File: config.mk
export PLATFORM = sky130hd
export DESIGN_NAME = sha1_wb_sequencer
export DESIGN_NICKNAME = d
export VERILOG_FILES = /design/src/rtl/sha1_wb_sequencer.sv
export SDC_FILE = /design/constraint.sdc
export NUM_CORES = 1
export LEC_CHECK = 0
export CAP_MARGIN = 20
export CORE_ASPECT_RATIO = 1.5
export CORE_UTILIZATION = 41
export CTS_CLUSTER_DIAMETER = 50
export CTS_CLUSTER_SIZE = 30
export DETAILED_ROUTE_END_ITERATION = 8
export GPL_TIMING_DRIVEN = 0
export PLACE_DENSITY_LB_ADDON = 0.05
export SYNTH_ARGS = -nofsm -noshare
export SYNTH_HDL_FRONTEND = slang
export SYNTH_SLANG_ARGS = --single-unit
File: constraint.sdc
create_clock -name wb_clk_i -period 2.85 [get_ports wb_clk_i]
set_clock_uncertainty 0.1 [all_clocks]
set_input_delay 0.285 -clock wb_clk_i [delete_from_list [all_inputs] [get_ports wb_clk_i]]
set_output_delay 0.285 -clock wb_clk_i [all_outputs]
set_load 0.1 [all_outputs]
File: src/rtl/sha1_wb_sequencer.sv
// Wishbone master that runs one 16-word block through the SHA-1 peripheral and returns the digest.
// Optional: define SHA1_SEQ_IDCHECK_EN to read and verify the peripheral ID before touching it.
module sha1_wb_sequencer #(
  parameter logic [31:0] BASE_ADDRESS = 32'h3000_0024,
  parameter int unsigned POLL_GAP     = 8,
  parameter int unsigned ACK_TIMEOUT  = 32,
  parameter int unsigned MAX_POLLS    = 1024
) (
  input  logic         wb_clk_i,
  input  logic         reset,
  input  logic         start,
  input  logic         msg_valid,
  input  logic [31:0]  msg_data,
  output logic         msg_ready,
  output logic         busy,
  output logic         done,
  output logic         error,
  output logic [2:0]   err_code,
  output logic [159:0] digest_o,
  output logic         wbm_cyc_o,
  output logic         wbm_stb_o,
  output logic         wbm_we_o,
  output logic [3:0]   wbm_sel_o,
  output logic [31:0]  wbm_adr_o,
  output logic [31:0]  wbm_dat_o,
  input  logic [31:0]  wbm_dat_i,
  input  logic         wbm_ack_i
);

  localparam logic [31:0] ADR_OPS = BASE_ADDRESS + 32'h8;
  localparam logic [31:0] ADR_MSG = BASE_ADDRESS + 32'hC;
  localparam logic [31:0] ADR_DIG = BASE_ADDRESS + 32'h10;
  localparam int          PCW     = $clog2(MAX_POLLS + 1);

  typedef enum logic [3:0] {
    S_IDLE,
`ifdef SHA1_SEQ_IDCHECK_EN
    S_ID_RD,
`endif
    S_RST_WR, S_MSG_WAIT, S_MSG_WR, S_POLL_WAIT, S_POLL_RD,
    S_DIG_RD, S_OFF_WR, S_DONE, S_ERROR
  } state_t;

`ifdef SHA1_SEQ_IDCHECK_EN
  localparam logic [31:0] ADR_ID      = BASE_ADDRESS + 32'h4;
  localparam logic [31:0] PERIPH_ID   = 32'h5348_4131;
  localparam state_t      START_STATE = S_ID_RD;
`else
  localparam state_t      START_STATE = S_RST_WR;
`endif

  state_t           state;
  logic [31:0]      msg_word;
  logic [3:0]       word_cnt;
  logic [PCW-1:0]   poll_cnt;
  logic [7:0]       gap_cnt;
  logic [7:0]       to_cnt;
  logic [2:0]       dig_idx;
  logic             bus_gap;

  logic             req_valid, req_we;
  logic [31:0]      req_adr, req_dat;
  logic             issue, ack_hit, timeout;

  assign wbm_sel_o = 4'hF;

  // NOTE: every always_comb output gets a default first so no latch is inferred.
  always_comb begin
    req_valid = 1'b1;
    req_we    = 1'b0;
    req_adr   = ADR_OPS;
    req_dat   = '0;
    case (state)
`ifdef SHA1_SEQ_IDCHECK_EN
      S_ID_RD:   req_adr = ADR_ID;
`endif
      S_RST_WR:  begin req_we = 1'b1; req_dat = 32'h2; end
      S_MSG_WR:  begin req_we = 1'b1; req_adr = ADR_MSG; req_dat = msg_word; end
      S_POLL_RD: req_adr = ADR_OPS;
      S_DIG_RD:  req_adr = ADR_DIG;
      S_OFF_WR:  req_we = 1'b1;
      default:   req_valid = 1'b0;
    endcase
  end

  // Ack only counts while our strobe is up; a trailing ack after the drop is ignored.
  assign ack_hit = wbm_cyc_o & wbm_stb_o & wbm_ack_i;
  assign issue   = req_valid & ~wbm_cyc_o & ~bus_gap;
  assign timeout = wbm_stb_o & ~wbm_ack_i & (to_cnt == 8'(ACK_TIMEOUT - 1));

  // NOTE: sequential state uses non-blocking assignments only, so every branch sees pre-edge values.
  always_ff @(posedge wb_clk_i) begin
    if (reset) begin
      state     <= S_IDLE;
      msg_ready <= 1'b0;
      busy      <= 1'b0;
      done      <= 1'b0;
      error     <= 1'b0;
      err_code  <= '0;
      digest_o  <= '0;
      wbm_cyc_o <= 1'b0;
      wbm_stb_o <= 1'b0;
      wbm_we_o  <= 1'b0;
      wbm_adr_o <= '0;
      wbm_dat_o <= '0;
      msg_word  <= '0;
      word_cnt  <= '0;
      poll_cnt  <= '0;
      gap_cnt   <= '0;
      to_cnt    <= '0;
      dig_idx   <= '0;
      bus_gap   <= 1'b0;
    end else begin
      if (bus_gap) bus_gap <= 1'b0;

      if (issue) begin
        wbm_cyc_o <= 1'b1;
        wbm_stb_o <= 1'b1;
        wbm_we_o  <= req_we;
        wbm_adr_o <= req_adr;
        wbm_dat_o <= req_dat;
        to_cnt    <= '0;
      end else if (ack_hit) begin
        wbm_cyc_o <= 1'b0;
        wbm_stb_o <= 1'b0;
        wbm_we_o  <= 1'b0;
        wbm_adr_o <= '0;
        wbm_dat_o <= '0;
        bus_gap   <= 1'b1;
      end else if (timeout) begin
        wbm_cyc_o <= 1'b0;
        wbm_stb_o <= 1'b0;
        wbm_we_o  <= 1'b0;
        wbm_adr_o <= '0;
        wbm_dat_o <= '0;
        state     <= S_ERROR;
        busy      <= 1'b0;
        error     <= 1'b1;
        err_code  <= 3'd1;
      end else if (wbm_stb_o && to_cnt != 8'hFF) begin
        to_cnt <= to_cnt + 8'd1;
      end

      case (state)
        S_IDLE, S_DONE, S_ERROR: begin
          if (start) begin
            busy     <= 1'b1;
            done     <= 1'b0;
            error    <= 1'b0;
            err_code <= '0;
            digest_o <= '0;
            word_cnt <= '0;
            poll_cnt <= '0;
            dig_idx  <= '0;
            state    <= START_STATE;
          end
        end
`ifdef SHA1_SEQ_IDCHECK_EN
        S_ID_RD: begin
          if (ack_hit) begin
            if (wbm_dat_i != PERIPH_ID) begin
              state    <= S_ERROR;
              busy     <= 1'b0;
              error    <= 1'b1;
              err_code <= 3'd4;
            end else begin
              state <= S_RST_WR;
            end
          end
        end
`endif
        S_RST_WR: begin
          if (ack_hit) begin
            state     <= S_MSG_WAIT;
            msg_ready <= 1'b1;
          end
        end
        S_MSG_WAIT: begin
          if (msg_valid && msg_ready) begin
            msg_word  <= msg_data;
            msg_ready <= 1'b0;
            state     <= S_MSG_WR;
          end
        end
        S_MSG_WR: begin
          if (ack_hit) begin
            if (word_cnt == 4'd15) begin
              state   <= S_POLL_WAIT;
              gap_cnt <= '0;
            end else begin
              word_cnt  <= word_cnt + 4'd1;
              msg_ready <= 1'b1;
              state     <= S_MSG_WAIT;
            end
          end
        end
        S_POLL_WAIT: begin
          if (gap_cnt == 8'(POLL_GAP - 1)) state <= S_POLL_RD;
          else gap_cnt <= gap_cnt + 8'd1;
        end
        S_POLL_RD: begin
          if (ack_hit) begin
            if (wbm_dat_i[2]) begin
              state    <= S_ERROR;
              busy     <= 1'b0;
              error    <= 1'b1;
              err_code <= 3'd2;
            end else if (wbm_dat_i[3]) begin
              state   <= S_DIG_RD;
              dig_idx <= '0;
            end else begin
              poll_cnt <= poll_cnt + 1'b1;
              if (poll_cnt == PCW'(MAX_POLLS - 1)) begin
                state    <= S_ERROR;
                busy     <= 1'b0;
                error    <= 1'b1;
                err_code <= 3'd3;
              end else begin
                state   <= S_POLL_WAIT;
                gap_cnt <= '0;
              end
            end
          end
        end
        S_DIG_RD: begin
          if (ack_hit) begin
            digest_o[32*dig_idx +: 32] <= wbm_dat_i;
            if (dig_idx == 3'd4) state <= S_OFF_WR;
            else dig_idx <= dig_idx + 3'd1;
          end
        end
        S_OFF_WR: begin
          if (ack_hit) begin
            state <= S_DONE;
            busy  <= 1'b0;
            done  <= 1'b1;
          end
        end
        default: ;
      endcase
    end
  end

endmodule

==> flow_metrics.env, run 1 <==
export IMPL_leakagePower_nw=5.30
export IMPL_crit_slowest_cell="or4b_1"
export IMPL_ir_worst_vdd_v=0.000560
export IMPL_reg2reg_slack_ns=0.05
export IMPL_fin_area_sq_mm=0.0148
export IMPL_synth_edf_count=0
export IMPL_ff2ff_path_depth=10
export IMPL_setup_viol=0
export IMPL_grt_pass1_wl_mm=51.2
export IMPL_wl_met2_mm=16.8
export IMPL_placed_area_sq_mm=0.0138
export IMPL_met1_length_mm=13.0
export IMPL_ctsLongestPathBuffers=3
export IMPL_cap_violations=0
export IMPL_wl_per_cell_um=18.1
export IMPL_cp_end_kind="register"
export IMPL_path_buf_inv=3
export IMPL_hpwlAfterDp_mm=24.8
export IMPL_core_sq_mm=0.0252
export IMPL_io_buffers=273
export IMPL_clk_insertion_delay_late_ns=0.53
export IMPL_dieArea_sq_mm=0.0265
export IMPL_hold_violations=0
export IMPL_clock_root_buffer="clkbuf_16"
export IMPL_crit_fanout=10
export IMPL_path_clk_slew_ns=0.10
export IMPL_avgViaCountPerCell=5.24
export IMPL_finalWeightedCongestion=0.893
export IMPL_drc_errors=0
export IMPL_drt_total_wl_mm=33.1
export IMPL_dr_max_layer_used="met4"
export IMPL_synth_cell_types=67
export IMPL_place_ws_ns=-0.465
export IMPL_post_route_period_util_pct=98.1
export IMPL_cts_max_level=1
export IMPL_worstHoldPathCells=3
export IMPL_layout_setup_ws_ns=0.0535
export IMPL_outcome="completed"
export IMPL_ys_warn_count=0
export IMPL_critPathMaxStageDelay_ns=0.53
export IMPL_cts_tree="built"
export IMPL_dp_cells=1785
export IMPL_antenna_found_initial=0
export IMPL_final_max_slew_viol_count=0
export IMPL_hold_class="input port to register"
export IMPL_synth_avg_cell_area_sq_um=9.15
export IMPL_crit_required_ns=3.16
export IMPL_yosysSeqAreaShare_pct=52.0
export IMPL_cp_depth=10
export IMPL_fmax_ghz=0.358
export IMPL_yosysMostFrequentCell="dfxtp_1"
export IMPL_drt_initial_drc_count=509
export IMPL_cts_sinks=275
export IMPL_finalNonFillerCells=1831
export IMPL_crit_arrival_ns=3.11
export IMPL_synth_commonest_cells="dfxtp_1, nand2_1, nor2_1"
export IMPL_cp_top_family="simple AND/OR/NAND/NOR gates"
export IMPL_cellPowerDensity_mw_per_mm2=547
export IMPL_async_flop_share_pct=0
export IMPL_synth_cells=1156
export IMPL_syn_area_sq_mm=0.0106
export IMPL_nets=1567
export IMPL_die_x_um=133
export IMPL_crit_type="register to register"
export IMPL_ant_nets=0
export IMPL_start_util_pct=41.9
export IMPL_start_kind="register"
export IMPL_io_pin_count=307
export IMPL_dr_pass1_iters=4
export IMPL_path_cells="buf_6 -> inv_1 -> ha_1 -> ha_1 -> or4b_1 -> nor3_2 -> o21ai_2 -> buf_4 -> a22oi_1 -> nor2_1"
export IMPL_grt_use_total_pct=24.6
export IMPL_ys_flop_type="dfxtp_1"
export IMPL_yosysTopAreaCell="dfxtp_1"
export IMPL_max_slew_margin_pct=27.3
export IMPL_dr_wl_met3_mm=1.89
export IMPL_synth_seq_cells=275
export IMPL_post_synth_top_area_fraction_pct=52.0
export IMPL_die_y_um=199
export IMPL_vias=9593
export IMPL_cts_buffers=21
export IMPL_synthTopCellsByArea="dfxtp_1, a22o_1, nand2_1, a21oi_1, a22oi_1"
export IMPL_grt_max_degree=27
export IMPL_grt_pass1_vias=9075
export IMPL_fin_crit_ns=2.80
export IMPL_finalHoldWorstSlack_ns=0.186
export IMPL_tightestPinTransition_ns=1.09
export IMPL_rsz0062_at_grt="yes"
export IMPL_row_count=71
export IMPL_drive_gt1_share_pct=9.85
export IMPL_cpMostUsedCell="ha_1"
export IMPL_grt_overflow_total=0
export IMPL_area_growth_syn_to_layout_pct=40.4
==> layout make-up <==
cell class | count | area [sq um]
fill | 2341 | 10400
sequential | 275 | 5510
multi-input combinational | 782 | 4600
timing repair buffer | 281 | 2810
buffer | 117 | 696
clock buffer | 22 | 529
tap | 328 | 410
clock inverter | 16 | 268
inverter | 9 | 33.8
antenna | 1 | 2.50
==> per-stage QoR <==
| stage | setup TNS, ns | power (mW) | util, % |
|---|---|---|---|
| 2_1_floorplan | 0 | 4.54 | - |
| 3_3_place_gp | -40.07 | 4.84 | 54.8 |
| 3_5_place_dp | -43.61 | 4.84 | 54.8 |
| 4_1_cts | 0 | 8.20 | 58.3 |
| 5_1_grt | -0.287 | 8.42 | 58.8 |
| 6_report | 0 | 8.12 | 58.9 |
==> layout by cell type (no fill, tap or decap), types with 3 or more instances in the layout <==
| cell type | count |
|---|---|
| a211oi_1 | 3 |
| and2_1 | 3 |
| clkbuf_16 | 21 |
| a311oi_1 | 3 |
| clkbuf_2 | 7 |
| xor2_1 | 10 |
| nand3_1 | 60 |
| a21oi_2 | 3 |
| dfxtp_1 | 274 |
| o21ai_0 | 14 |
| nor2b_1 | 5 |
| clkdlybuf4s50_1 | 273 |
| nor3_4 | 5 |
| nand2b_1 | 6 |
| inv_1 | 9 |
| a21oi_1 | 108 |
| nor2_1 | 113 |
| or4_1 | 3 |
| buf_2 | 13 |
| buf_6 | 9 |
| or2_2 | 4 |
| clkinv_8 | 6 |
| conb_1 | 30 |
| and3_1 | 5 |
| ha_1 | 11 |
| nand4_1 | 10 |
| clkbuf_4 | 4 |
| inv_6 | 3 |
| nor3_2 | 3 |
| a22oi_1 | 66 |
| nand2_1 | 150 |
| nor3_1 | 15 |
| a31oi_1 | 5 |
| or3_1 | 6 |
| a32oi_1 | 3 |
| clkbuf_1 | 45 |
| xnor2_1 | 8 |
| a22o_1 | 79 |
| buf_4 | 44 |
==> tightest hold or removal path: stages <==
cell and delay, ns:
clkdlybuf4s50_1 0.39, nand2_1 0.05, a21oi_1 0.05
==> report_power, final <==
group	internal (mW)	total, mW	switching, mW
sequential	3.85	3.87	0.0174
combinational	0.235	0.898	0.663
clock	1.68	3.35	1.67
==> timing repair <==
action | CTS | global route
gates resized for setup | 35 | 32
pin swaps | 1 | 4
buffers inserted | 1 | 7
setup endpoints to repair | 140 | 140
hold buffers | 0 | 0
==> worst paths after layout <==
path                 startpoint            end
setup / recovery     dig_idx[0]   digest_o[29]
hold / removal      msg_data[5]    msg_word[5]
setup reg to reg     dig_idx[0]   digest_o[29]
hold reg to reg   digest_o[101]  digest_o[101]
==> metal layers <==
| metal | GRT usage, % | vias to the layer above |
|---|---|---|
| met2 | 44.3 | 302 |
| met3 | 4.28 | 71 |
| met4 | 11.2 | 0 |
| met5 | 0 | - |
| li1 | - | 4714 |
| met1 | 28.3 | 4506 |
==> cells by family after synthesis <==
kind of cell    Yosys count  share of synthesized area [%]
compound gates          311                           20.6
xor+xnor                 18                           1.49
fa+ha+maj                11                           1.30
buf+inv                 127                           6.19
flops                   275                           52.0
mux                       2                          0.201
other cells               2                         0.0710
simple gates            410                           18.1
==> state kept, by name, indices dropped and copies added, names as in the netlist, 3 cells and up <==
name	cells
to_cnt	8
err_code	3
msg_word	32
wbm_adr_o	4
word_cnt	4
digest_o	160
poll_cnt	11
gap_cnt	8
dig_idx	3
wbm_dat_o	32
state	4
No activity file was read; power rests on OpenSTA's default activity.
==> run 2: changes to the inputs <==
Settings changed: SETUP_SLACK_MARGIN set to 0.3.
Clock period 2.85 ns to 3.2 ns, I/O delays scaled along.
==> run 2 against run 1 <==
Core utilization decreased by 0.33 points. Power down 11%. Cell count shrank 0.27%. Critical path type is now register to output port. Largest cell class unchanged. Sequential power decreased by 11%.
==> flow_metrics.env, run 2 (same netlist as run 1, synthesis figures left out) <==
export IMPL_outcome="completed"
export IMPL_placed_area_sq_mm=0.0138
export IMPL_tightestPinTransition_ns=1.09
export IMPL_cts_tree="built"
export IMPL_max_slew_margin_pct=27.1
export IMPL_drt_total_wl_mm=33.0
export IMPL_vias=9584
export IMPL_drt_initial_drc_count=509
export IMPL_fin_crit_ns=2.80
export IMPL_cp_end_kind="output port"
export IMPL_core_sq_mm=0.0252
export IMPL_clock_root_buffer="clkbuf_16"
export IMPL_io_pin_count=307
export IMPL_fmax_ghz=0.358
export IMPL_drc_errors=0
export IMPL_grt_pass1_wl_mm=51.4
export IMPL_die_x_um=133
export IMPL_row_count=71
export IMPL_finalWeightedCongestion=0.893
export IMPL_seqPwrFrac_pct=47.7
export IMPL_ff2ff_path_depth=10
export IMPL_setup_viol=0
export IMPL_reg2reg_slack_ns=0.42
export IMPL_layout_setup_ws_ns=0.405
export IMPL_grt_max_degree=27
export IMPL_antenna_found_initial=0
export IMPL_place_ws_ns=-0.116
export IMPL_cts_buffers=21
export IMPL_cellPowerDensity_mw_per_mm2=490
export IMPL_crit_arrival_ns=2.38
export IMPL_ctsLongestPathBuffers=3
export IMPL_ir_worst_vdd_v=0.000497
export IMPL_critPathMaxStageDelay_ns=1.12
export IMPL_path_clk_slew_ns=0.09
export IMPL_switching_share_pct=29.0
export IMPL_grt_use_total_pct=24.7
export IMPL_io_buffers=273
export IMPL_regMostFlops="digest_o"
export IMPL_busiest_layer="met2"
export IMPL_wl_per_cell_um=18.1
export IMPL_dr_pass1_iters=5
export IMPL_area_growth_syn_to_layout_pct=39.6
export IMPL_cts_sinks=275
export IMPL_start_kind="register"
export IMPL_hold_violations=0
export IMPL_final_common_cell="dfxtp_1"
export IMPL_dieArea_sq_mm=0.0265
export IMPL_grt_util_met2_pct=44.3
export IMPL_crit_end="wbm_stb_o"
export IMPL_post_route_period_util_pct=87.4
export IMPL_finalNonFillerCells=1826
export IMPL_worstSetupStartpoint="wbm_adr_o[28]"
export IMPL_clk_insertion_delay_late_ns=0.53
export IMPL_reg2reg_from="dig_idx[0]"
export IMPL_cts_max_level=1
export IMPL_cap_violations=0
export IMPL_grt_pass1_vias=9101
export IMPL_holdBufCountCts=0
export IMPL_grt_overflow_total=0
export IMPL_p_switching_mw=2.09
export IMPL_finalHoldWorstSlack_ns=0.222
export IMPL_dp_cells=1785
export IMPL_drive_gt1_share_pct=9.22
export IMPL_use_met1_pct=28.4
export IMPL_crit_fanout=11
export IMPL_nets=1562
export IMPL_r2r_end="digest_o[29]"
export IMPL_top_regs="digest_o: 160 flops, msg_word: 32 flops, wbm_dat_o: 32 flops"
export IMPL_leakagePower_nw=5.25
export IMPL_crit_required_ns=2.78
export IMPL_setup_tns_ns=0
export IMPL_intPower_mw=5.14
export IMPL_hpwlAfterDp_mm=24.8
export IMPL_final_cell_mix="dfxtp_1, clkdlybuf4s50_1, nand2_1"
export IMPL_fill_cells=2345
export IMPL_crit_slowest_cell="clkdlybuf4s50_1"
export IMPL_met3_usage_pct=4.28
export IMPL_largest_reg_flops=160
export IMPL_final_max_slew_viol_count=0
export IMPL_hold_class="input port to register"
export IMPL_start_util_pct=41.9
export IMPL_avgViaCountPerCell=5.25
export IMPL_ant_nets=0
export IMPL_power_frac_clock_pct=41.3
export IMPL_rsz0062_at_grt="yes"
export IMPL_die_y_um=199
export IMPL_path_cells="buf_4 -> clkdlybuf4s50_1"
export IMPL_fin_area_sq_mm=0.0148
export IMPL_crit_type="register to output port"
export IMPL_p_comb_share_pct=11.0
run 2: metrics by stage:
stage	util [%]	power [mW]
after detailed placement	54.8	4.31
after CTS	58.3	7.30
after global routing	58.5	7.49
final	58.5	7.23
after floorplan	-	4.04
after global placement	54.8	4.31
run 2: cell type report:
cell class	instances	area [sq um]	share of cell area, %
Sequential cell	275	5510	37.3
Multi-Input combinational cell	782	4580	31.0
Timing Repair Buffer	275	2750	18.6
Buffer	118	684	4.64
Clock buffer	22	529	3.58
Tap cell	328	410	2.78
Clock inverter	16	268	1.81
Inverter	9	33.8	0.229
Antenna cell	1	2.50	0.0169
run 2: per-layer routing:
metal | up-vias | wire length, um | share of wire [%]
met3 | 77 | 1980 | 6.0
met4 | 0 | 1480 | 4.5
li1 | 4696 | - | -
met2 | 334 | 16700 | 50
met1 | 4477 | 12900 | 39
met5 | - | 0 | 0
run 2: worst max-delay path, delay by kind of cell (launching register included):
kind,cells,cell delay (ns)
buffers and inverters,2,1.30
DFF,1,0.57
run 2: power groups by stage:
stage,Sequential (mW),Clock (mW),Combinational (mW)
global placement,3.53,0,0.787
global route,3.45,3.20,0.845
CTS,3.45,3.06,0.797
detailed placement,3.53,0,0.784
floorplan,3.58,0,0.459
finish,3.45,2.98,0.798
run 2: how the worst min path moves through the flow:
stage               cells after the start     startpoint            end  slack, ns
floorplan                               2    msg_word[0]    msg_word[0]       0.34
global placement                        2   digest_o[33]   digest_o[33]       0.34
detailed placement                      2  digest_o[110]  digest_o[110]       0.34
CTS                                     3    msg_data[5]    msg_word[5]       0.21
global route                            3   msg_data[22]   msg_word[22]       0.23
finish                                  3   wbm_dat_i[3]   digest_o[99]       0.22
run 2: repair_timing:
action | CTS | global route
pin swaps | 1 | 2
hold endpoints to repair | 0 | 0
setup buffers | 0 | 2
endpoints found under the setup margin | 140 | 140
gates resized for setup | 30 | 24
==> run 3: changes to the inputs <==
Settings changed: CORE_UTILIZATION 41 to 30.
==> run 3 against run 2 <==
Critical path depth is 1 lower. Sequential share of layout area decreased by 0.97 points. Routed wire length is 10% higher. Fmax up 0.22%. Global-route usage decreased by 4.7 points. Flip-flop and latch count unchanged.
==> flow_metrics.env, run 3 (same netlist as run 1, synthesis figures left out) <==
export IMPL_nets=1573
export IMPL_dieArea_sq_mm=0.0360
export IMPL_antenna_found_initial=0
export IMPL_fmax_ghz=0.359
export IMPL_cellPowerDensity_mw_per_mm2=512
export IMPL_hpwlAfterDp_mm=27.1
export IMPL_drive_gt1_share_pct=10.5
export IMPL_crit_type="register to output port"
export IMPL_grt_overflow_total=0
export IMPL_top_regs="digest_o: 160 flops, msg_word: 32 flops, wbm_dat_o: 32 flops"
export IMPL_cts_buffers=30
export IMPL_start_util_pct=30.7
export IMPL_cts_sinks=275
export IMPL_setup_viol=0
export IMPL_fin_area_sq_mm=0.0152
export IMPL_cts_tree="built"
export IMPL_finalHoldWorstSlack_ns=0.175
export IMPL_grt_use_total_pct=20.0
export IMPL_finalWeightedCongestion=0.858
export IMPL_diodes=0
export IMPL_clk_insertion_delay_late_ns=0.57
export IMPL_dr_pass1_iters=5
export IMPL_switching_share_pct=28.1
export IMPL_die_y_um=232
export IMPL_use_met1_pct=22.7
export IMPL_die_x_um=155
export IMPL_busiest_layer="met2"
export IMPL_grt_util_met2_pct=36.2
export IMPL_cp_top_family="buffers and inverters"
export IMPL_cp_end_kind="output port"
export IMPL_hold_violations=0
export IMPL_fin_crit_ns=2.79
export IMPL_final_common_cell="dfxtp_1"
export IMPL_drc_errors=0
export IMPL_p_comb_share_pct=10.4
export IMPL_vias=9493
export IMPL_critPathMaxStageDelay_ns=1.22
export IMPL_leakagePower_nw=5.35
export IMPL_crit_slowest_cell="clkdlybuf4s50_1"
export IMPL_io_pin_count=307
export IMPL_largest_reg_flops=160
export IMPL_intPower_mw=5.58
export IMPL_cts_max_level=1
export IMPL_crit_arrival_ns=2.37
export IMPL_cap_violations=0
export IMPL_area_growth_syn_to_layout_pct=43.3
export IMPL_p_switching_mw=2.19
export IMPL_grt_pass1_wl_mm=55.6
export IMPL_clock_root_buffer="clkbuf_16"
export IMPL_power_frac_clock_pct=45.2
export IMPL_max_slew_margin_pct=25.8
export IMPL_crit_fanout=11
export IMPL_tightestPinTransition_ns=1.11
export IMPL_path_clk_slew_ns=0.07
export IMPL_outcome="completed"
export IMPL_ctsLongestPathBuffers=3
export IMPL_row_count=83
export IMPL_placed_area_sq_mm=0.0140
export IMPL_path_buf_inv=1
export IMPL_ant_nets=0
export IMPL_rsz0062_at_grt="yes"
export IMPL_ir_worst_vdd_v=0.000363
export IMPL_wl_per_cell_um=18.4
export IMPL_setup_tns_ns=0
export IMPL_io_buffers=273
export IMPL_regMostFlops="digest_o"
export IMPL_path_cells="clkdlybuf4s50_1"
export IMPL_final_cell_mix="dfxtp_1, clkdlybuf4s50_1, nand2_1"
export IMPL_grt_max_degree=17
export IMPL_drt_initial_drc_count=406
export IMPL_avgViaCountPerCell=4.79
export IMPL_met3_usage_pct=3.83
export IMPL_grt_pass1_vias=9361
export IMPL_core_sq_mm=0.0345
export IMPL_hold_class="input port to register"
export IMPL_start_kind="register"
export IMPL_crit_required_ns=2.78
export IMPL_seqPwrFrac_pct=44.4
export IMPL_post_route_period_util_pct=87.2
export IMPL_drt_total_wl_mm=36.5
export IMPL_final_max_slew_viol_count=0
## run 3: layout make-up
class / count / area (sq um)
plain buffers: 118 / 702
clock buffers: 31 / 764
clock inverters: 23 / 241
fillers: 3463 / 19300
inverters: 9 / 33.8
multi-input cells: 782 / 4570
flip-flops and latches: 275 / 5510
well taps: 467 / 584
repair buffers: 277 / 2760
## run 3: final timing paths
kind	to	cells past startpoint	slack [ns]	startpoint
setup / recovery	wbm_cyc_o	1	0.41	wbm_adr_o[28]
hold / removal	digest_o[98]	3	0.18	wbm_dat_i[2]
setup reg to reg	digest_o[128]	9	0.43	dig_idx[0]
hold reg to reg	digest_o[58]	2	0.35	digest_o[58]
## run 3: what timing repair did
action	4_1_cts	5_1_grt
pin swaps	1	1
endpoints found under the setup margin	144	133
buffers inserted	4	0
hold buffers	0	0
gates resized for setup	42	20
cloned	0	0
## run 3: metal layers
| metal | share of wire (%) | vias up |
|---|---|---|
| met5 | 0 | - |
| li1 | - | 4718 |
| met3 | 5.4 | 58 |
| met4 | 3.1 | 0 |
| met1 | 40 | 4432 |
| met2 | 52 | 285 |
## run 3: through the flow
stage	total power [mW]	cells	setup slack, ns	util, %
3_5_place_dp	4.33	1924	-0.311	40.6
4_1_cts	7.88	1982	0.301	43.9
3_3_place_gp	4.33	1924	-0.237	40.6
5_1_grt	8.07	1982	0.286	44.0
2_1_floorplan	4.04	1184	0.418	-
6_report	7.77	1982	0.411	44.0
## run 3: power groups by stage
stage                     logic, mW  registers [mW]  clock network (mW)
after global placement        0.804            3.53                   0
final                         0.804            3.45                3.51
after global routing          0.853            3.45                3.77
after detailed placement      0.802            3.53                   0
after floorplan               0.459            3.58                   0
after CTS                     0.809            3.45                3.62
==> variant (settings of run 1) <==
Add a define of `SHA1_SEQ_IDCHECK_EN`.
--- a/src/rtl/sha1_wb_sequencer.sv
+++ b/src/rtl/sha1_wb_sequencer.sv
@@ -1,5 +1,7 @@
 // Wishbone master that runs one 16-word block through the SHA-1 peripheral and returns the digest.
 // Optional: define SHA1_SEQ_IDCHECK_EN to read and verify the peripheral ID before touching it.
+`define SHA1_SEQ_IDCHECK_EN
+
 module sha1_wb_sequencer #(
   parameter logic [31:0] BASE_ADDRESS = 32'h3000_0024,
   parameter int unsigned POLL_GAP     = 8,
Check against the original RTL: not equivalent (a bounded check fails within 4 cycles, from zero or initial values and one cycle with reset high).
==> variant against run 1 <==
- critical path depth increased by 1
- cell area grew 2.9%
- critical path type unchanged
- synthesized cell count up 0.52%
- sequential power is essentially flat
- largest power group unchanged
- total power grew 5.8%
- area after synthesis increased by 2.1%
- sequential cell count stayed put
- largest cell class unchanged
- worst setup slack better by 0.15 ns
- wire length rose by 4.9%
==> variant: results (changes against run 1) <==
[setup_path]
slowest_delay_ns = 0.38  ; -0.15 ns
critPathArrivalTime_ns = 3.04  ; -0.07 ns
worstRegToRegCells = 11  ; +1
critPathMaxFanout = 8  ; -2
worstSetupEndpoint = digest_o[153]
slowest_stage = dfxtp_4
r2r-start = dig_idx[0]

[drt]
first_pass_iters = 7  ; +3
vias = 9919  ; +3.4%
m1WireLength_um = 13600  ; +5.0%
routedWlPerCell_um = 18.7  ; +3.6%
drtIter0Drc = 491  ; -3.5%
routed-wl-met2_um = 17400  ; +3.3%
dr_wl_met3_um = 2540  ; +35%

[global_routing]
grt_max_degree = 26  ; -3.7%
grt_pass1_vias = 9590  ; +5.7%
track_usage_pct = 25.2  ; +0.56 points
grtUsageMet1_pct = 29.2  ; +0.92 points
grt_pass1_wl_um = 53700  ; +4.9%
met2_usage_pct = 44.6  ; +0.32 points
use_met3_pct = 6.04  ; +1.8 points

[placed_design]
hpwl_um = 25400  ; +2.2%
place.port_buffers = 276  ; +1.1%
dp.cells = 1800  ; +0.84%
gp_congestion = 0.902  ; +1.0%
place_ws_ns = -0.342  ; +0.123 ns
place_area_mm2 = 0.0141  ; +1.9%

[cts]
clk_latency_ns = 0.55  ; +0.02 ns
cts_inserted_buffers = 26  ; +24%

[synth]
synth_compound_area_share_pct = 22.5  ; +1.9 points
synthMuxAreaShare_pct = 0.429  ; +0.23 points
synth.area.top_cells = dfxtp_1 (51%), a22o_1 (11%), a21oi_1 (6.3%)
synth_xor_area_share_pct = 0.811  ; -0.68 points
synth_cell_types = 69  ; +3.0%
postSynth.asyncResetShare_pct = 0  ; unchanged
seq_area_frac_synth_pct = 51.0  ; -1.1 points
synth_commonest_cells = dfxtp_1 (275), nand2_1 (164), a21oi_1 (137)
syn_inst = 1162  ; +0.52%
synth-adder-area-share_pct = 1.37  ; +0.066 points

[pwr]
swShare_pct = 29.6  ; +0.60 points
power_leakage_nw = 5.46  ; +3.1%
max-vdd-ir-drop_v = 0.000565  ; +1.0%

[cells_and_area]
diodes = 0  ; -1
nets = 1582  ; +0.96%
drive_gt1_share_pct = 11.5  ; +1.7 points
final.fill_count = 2296  ; -1.9%
fin_cells = 1853  ; +1.2%

[run_status]
status = completed

[sta]
setup_slack_ns = 0.202  ; +0.148 ns
slew_headroom_pct = 28.3  ; +1.0 points
timing.hold.ws_ns = 0.190  ; +0.00454 ns

[worst_hold_path]
min_path_type = in2reg

## variant: final cells by class
type / count / area (um2) / area share (%)
Buffer: 121 / 734 / 4.81
Clock buffer: 26 / 651 / 4.26
Clock inverter: 20 / 290 / 1.90
Inverter: 11 / 41.3 / 0.270
Multi-Input combinational cell: 782 / 4800 / 31.5
Sequential cell: 275 / 5510 / 36.1
Tap cell: 333 / 417 / 2.73
Timing Repair Buffer: 285 / 2830 / 18.5
## variant: power groups by stage
stage	registers (mW)	clock network [mW]	logic [mW]
5_1_grt	3.87	3.99	1.00
2_1_floorplan	4.02	0	0.550
6_report	3.87	3.77	0.950
4_1_cts	3.87	3.84	0.933
3_5_place_dp	3.96	0	0.927
3_3_place_gp	3.96	0	0.929
## variant: repair_timing
item | in CTS | in global routing
resized for setup | 18 | 63
setup endpoints to repair | 154 | 155
buffers inserted | 4 | 3
pin swaps | 2 | 6
hold buffers | 0 | 0
endpoints found under the hold margin | 0 | 0
cloned | 0 | 1
